**src/rtl/rr_mux_arbiter_pkg.sv**
```systemverilog
// Shared state encodings and width helpers for the round-robin mux arbiter.
// Optional build macro used by the arbiter top: MUX_ARB_PRIO0_EN.
package rr_mux_arbiter_pkg;

    typedef enum logic {
        ARB_IDLE  = 1'b0,
        ARB_GRANT = 1'b1
    } arb_state_t;

    // Index width, never narrower than one bit even for degenerate N.
    function automatic int idx_width(input int n);
        return (n > 1) ? $clog2(n) : 1;
    endfunction

    function automatic int cnt_width(input int max_val);
        return (max_val > 0) ? $clog2(max_val + 1) : 1;
    endfunction

endpackage

```
**src/rtl/rr_mux_arbiter_pick.sv**
```systemverilog
// Rotate-and-priority-encode: first eligible requester at or after ptr,
// skipping any requester flagged in the exclude mask.
module rr_pick
    import rr_mux_arbiter_pkg::*;
#(
    parameter int N = 2,
    localparam int IDXW = idx_width(N)
) (
    input  logic [N-1:0]    req,
    input  logic [IDXW-1:0] ptr,
    input  logic [N-1:0]    exclude,
    output logic            found,
    output logic [IDXW-1:0] idx
);

    logic [N-1:0] cand;
    logic [N-1:0] rot;

    assign cand = req & ~exclude;

    // Rotating the doubled vector puts ptr at bit 0, so the lowest set bit wins.
    always_comb begin
        rot   = N'({cand, cand} >> ptr);
        found = 1'b0;
        idx   = '0;
        for (int k = N - 1; k >= 0; k--) begin
            if (rot[k]) begin
                found = 1'b1;
                idx   = IDXW'((int'(ptr) + k) % N);
            end
        end
    end

endmodule

```
**src/rtl/rr_mux_arbiter.sv**
```systemverilog
// Round-robin arbiter sharing one registered W-bit output among N requesters.
// Define MUX_ARB_PRIO0_EN to let requester 0 preempt any other owner.
module rr_mux_arbiter
    import rr_mux_arbiter_pkg::*;
#(
    parameter int N        = 2,
    parameter int W        = 1,
    parameter int MAX_HOLD = 8,
    localparam int IDXW    = idx_width(N)
) (
    input  logic              clk,
    input  logic              rst_n,
    input  logic [N-1:0]      req,
    input  logic [N*W-1:0]    data,
    output logic [N-1:0]      grant,
    output logic [IDXW-1:0]   grant_idx,
    output logic              out_valid,
    output logic [W-1:0]      out_data
);

    localparam int HCW = cnt_width(MAX_HOLD);
    localparam logic [HCW-1:0] HOLD_MAX  = HCW'(MAX_HOLD);
    localparam logic [HCW-1:0] HOLD_LAST = HCW'((MAX_HOLD > 0) ? MAX_HOLD - 1 : 0);

    arb_state_t      state;
    logic [IDXW-1:0] ptr;
    logic [HCW-1:0]  hold_cnt;

    logic [W-1:0]    lane [N];
    logic            pick_found;
    logic [IDXW-1:0] pick_idx;
    logic            owner_req;
    logic            force_rot;
    logic            preempt;
    logic            take;
    logic [IDXW-1:0] take_idx;
    logic [IDXW-1:0] take_next_ptr;
    logic [N-1:0]    take_onehot;

    for (genvar i = 0; i < N; i++) begin : g_lane
        assign lane[i] = data[i*W +: W];
    end

    // The current owner is always excluded; in IDLE grant is zero so nothing is.
    rr_pick #(.N(N)) u_pick (
        .req     (req),
        .ptr     (ptr),
        .exclude (grant),
        .found   (pick_found),
        .idx     (pick_idx)
    );

    assign owner_req = |(req & grant);

`ifdef MUX_ARB_PRIO0_EN
    assign force_rot = (MAX_HOLD != 0) && !grant[0] && (hold_cnt == HOLD_LAST) && pick_found;
    assign preempt   = force_rot || (req[0] && !grant[0]);
    assign take_idx  = (req[0] && !grant[0]) ? '0 : pick_idx;
`else
    assign force_rot = (MAX_HOLD != 0) && (hold_cnt == HOLD_LAST) && pick_found;
    assign preempt   = force_rot;
    assign take_idx  = pick_idx;
`endif

    // A new owner is taken when someone else waits and the owner let go or must yield.
    assign take          = pick_found && (!owner_req || preempt);
    assign take_next_ptr = (take_idx == IDXW'(N - 1)) ? '0 : take_idx + 1'b1;
    assign take_onehot   = N'(1) << take_idx;

    always_ff @(posedge clk or negedge rst_n) begin
        if (!rst_n) begin
            state     <= ARB_IDLE;
            grant     <= '0;
            grant_idx <= '0;
            out_valid <= 1'b0;
            out_data  <= '0;
            ptr       <= '0;
            hold_cnt  <= '0;
        end else begin
            case (state)
                ARB_IDLE: begin
                    if (take) begin
                        state     <= ARB_GRANT;
                        grant     <= take_onehot;
                        grant_idx <= take_idx;
                        out_valid <= 1'b1;
                        out_data  <= lane[take_idx];
                        ptr       <= take_next_ptr;
                        hold_cnt  <= '0;
                    end
                end
                ARB_GRANT: begin
                    if (take) begin
                        grant     <= take_onehot;
                        grant_idx <= take_idx;
                        out_valid <= 1'b1;
                        out_data  <= lane[take_idx];
                        ptr       <= take_next_ptr;
                        hold_cnt  <= '0;
                    end else if (owner_req) begin
                        out_data <= lane[grant_idx];
                        if (hold_cnt != HOLD_MAX) begin
                            hold_cnt <= hold_cnt + 1'b1;
                        end
                    end else begin
                        state     <= ARB_IDLE;
                        grant     <= '0;
                        grant_idx <= '0;
                        out_valid <= 1'b0;
                        out_data  <= '0;
                        hold_cnt  <= '0;
                    end
                end
                default: begin
                    state <= ARB_IDLE;
                end
            endcase
        end
    end

endmodule

```
**config.mk**
```make
export PLATFORM = sky130hd
export DESIGN_NAME = rr_mux_arbiter
export DESIGN_NICKNAME = d
export VERILOG_FILES = /design/src/rtl/rr_mux_arbiter_pkg.sv /design/src/rtl/rr_mux_arbiter_pick.sv /design/src/rtl/rr_mux_arbiter.sv
export SDC_FILE = /design/constraint.sdc
export NUM_CORES = 1
export LEC_CHECK = 0
export ABC_AREA = 1
export CAP_MARGIN = 20
export CORE_MARGIN = 2
export CORE_UTILIZATION = 45
export CTS_BUF_LIST = sky130_fd_sc_hd__clkbuf_4 sky130_fd_sc_hd__clkbuf_8
export DETAILED_ROUTE_END_ITERATION = 6
export PLACE_DENSITY = 0.7
export SKIP_CTS_REPAIR_TIMING = 1
export SYNTH_ARGS = -nofsm -noshare
export SYNTH_HDL_FRONTEND = slang
export SYNTH_SLANG_ARGS = --single-unit
```
**constraint.sdc**
```tcl
create_clock -name clk -period 3.1 [get_ports clk]
set_input_delay 0.62 -clock clk [delete_from_list [all_inputs] [get_ports clk]]
set_output_delay 0.62 -clock clk [all_outputs]
set_load 0.1 [all_outputs]
```
==> impl_metrics.py <==
metrics = {
    "status": {
        "status": "complete, no violations",
    },
    "yosys": {
        "yosysUniqueCellTypes": 19,
        "ys_seq_area_frac": 0.408,
        "synth_area_per_cell_um2": 7.57,
        "yosysWarnings": 0,
        "syn_inst": 81,
        "netlist_area_um2": 613,
        "syn-num-nets": 89,
        "ys_ff_latch": 10,
    },
    "finish": {
        "area_delta_synth_final_pct": 22.0,
        "drive_above_1_share": 0.181,
        "final_common_cell": "nand2_1",
        "final_cell_mix": "nand2_1 (21), inv_1 (13), dfrtp_1 (10)",
        "antenna_cells": 0,
        "utilization": 0.582,
        "final_area_um2": 748,
        "nets": 103,
    },
    "power_and_ir_drop": {
        "combPwrFrac": 0.611,
        "seq_power_share": 0.259,
        "p_switching_uw": 475,
        "p_per_area_nw_per_um2": 1120,
        "ir_worst_vdd_mv": 0.816,
        "p_int_uw": 365,
        "switching_share": 0.565,
        "p_leak_uw": 0.000387,
        "clkPwrFrac": 0.130,
    },
    "floorplanning": {
        "die_w_um": 40.9,
        "rows": 13,
        "fp.dieArea_um2": 1670,
        "fp.dieH_um": 40.9,
        "io-pin-count": 11,
        "start_util": 0.477,
        "coreArea_um2": 1280,
    },
    "sta": {
        "post-route-min-period_ps": 1700,
        "rsz0062_at_grt": "no",
        "slew_violations": 0,
        "fin_crit_sh": 0.547,
        "setup_tns_ps": 0,
        "skew_ps": 1.63,
        "hold_viol_final": 0,
        "max_clock_freq_mhz": 590,
        "holdWs_ps": 476,
        "slew_headroom": 0.733,
        "setup_viol": 0,
        "tightest_slew_ps": 400,
    },
    "setup_path": {
        "crit_family": "flip-flops",
        "crit_path_start_kind": "register",
        "r2r_start": "hold_cnt[0]",
        "crit_slowest_cell": "dfrtp_1",
        "r2r_cells": 8,
        "required_ps": 2480,
        "crit_buf_inv": 1,
        "cp_slowest_stage_delay_ps": 480,
        "criticalPathCategory": "reg -> out",
        "crit_fanout": 8,
        "worstPathCellList": "buf_4",
        "endpoint_kind": "primary output",
        "crit_arrival_ps": 1080,
        "rrSetupSlack_ps": 1720,
        "rr_endpoint": "hold_cnt[0]",
    },
    "hold_path": {
        "holdPathEnd": "ptr",
        "holdPathStages": 2,
        "min_path_type": "reg -> reg",
        "worstHoldStart": "ptr",
    },
    "clock_network": {
        "clk_latency_ps": 250,
        "numCtsBuffers": 3,
        "clockRootBuffer": "clkbuf_4",
        "clock-sinks": 10,
        "path_clk_slew_ps": 60,
        "cts-htree-levels": 1,
        "tritoncts": "done",
        "clk_path_buf_depth": 2,
    },
    "placed_design": {
        "place_area_um2": 712,
        "io_buffers": 10,
        "place_hpwl_um": 888,
        "place.gp.congestion": 0.797,
    },
    "drt": {
        "wl_per_cell_um": 9.81,
        "wl_um": 1070,
        "drt-initial-drc-count": 16,
        "drt-pass1-iter-count": 4,
        "remaining_drc_errors": 0,
        "via_per_inst": 4.78,
        "via_count": 521,
        "ant_nets": 0,
    },
    "global_routing": {
        "overflow": 0,
        "grt_pass1_wl_um": 1780,
        "grt_usage": 0.164,
        "antenna_found_initial": 0,
        "grt_pass1_vias": 421,
        "grt_max_degree": 11,
    },
    "run": {
        "maxCapViolations": 0,
    },
}
worst max path at each step:
stage | from | to | slack (ps) | depth (start not counted)
detailed placement | req[1] | hold_cnt[1] | 1180 | 8
global route | grant_idx | grant_idx | 1330 | 1
global placement | req[0] | hold_cnt[1] | 1190 | 7
floorplan | grant_idx | grant[1] | 1050 | 1
finish | grant_idx | grant[1] | 1400 | 1
CTS | grant_idx | grant[1] | 1380 | 1
synthesized netlist by cell type:
library cell	number	share of area
nand3_1	8	0.065
o21ai_2	1	0.014
a21oi_1	1	0.0082
nand4_1	6	0.061
buf_4	1	0.012
dfrtp_1	10	0.41
inv_1	13	0.080
nand2_4	2	0.037
nand2_1	21	0.13
o21ai_0	1	0.0082
or2_0	1	0.010
nand2_2	3	0.031
nor2_1	3	0.018
ha_1	2	0.041
nand3b_1	1	0.012
o22ai_1	1	0.010
o21ai_1	4	0.033
inv_2	1	0.0061
nand3_2	1	0.016
registers in the layout (all words and copies together) (netlist names):
signal     cells
hold_cnt       4
grant          1
grant_idx      1
out_data       1
out_valid      1
ptr            1
state          1
routing by layer:
metal,track usage,part of all wire
met1,0.262,0.56
met2,0.219,0.41
met3,0.0326,0.030
met4,0.0500,0
met5,0,0
per-stage QoR:
step / setup slack [ps] / instances / power, uW
2_1_floorplan: 1050 / 81 / 638
3_3_place_gp: 1190 / 105 / 733
3_5_place_dp: 1180 / 105 / 733
4_1_cts: 1380 / 109 / 846
5_1_grt: 1330 / 109 / 897
6_report: 1400 / 109 / 840
kinds of logic after synthesis:
group           Yosys count  synth area share
flops                    10             0.408
fa+ha+maj                 2            0.0408
compound gates            8            0.0735
buf+inv                  15            0.0980
simple gates             46             0.380
cell type report:
type	instances	area, um^2
Fill cell	125	537
Multi-Input combinational cell	56	303
Sequential cell	10	250
Timing Repair Buffer	10	87.6
Inverter	14	52.6
Clock buffer	4	36.3
Tap cell	15	18.8
tightest hold or removal path, cell delays in order (launching register included):
cell	delay [ps]
dfrtp_1	330
nand2_1	50
nand2_1	60
power by group through the flow:
stage / combinational, uW / clock, uW / sequential (uW)
after global placement: 514 / 0 / 219
final: 513 / 109 / 217
after global routing: 548 / 123 / 226
after floorplan: 237 / 0 / 400
after CTS: 514 / 115 / 218
after detailed placement: 513 / 0 / 220
Note: power is estimated with default switching activity, not from simulation.
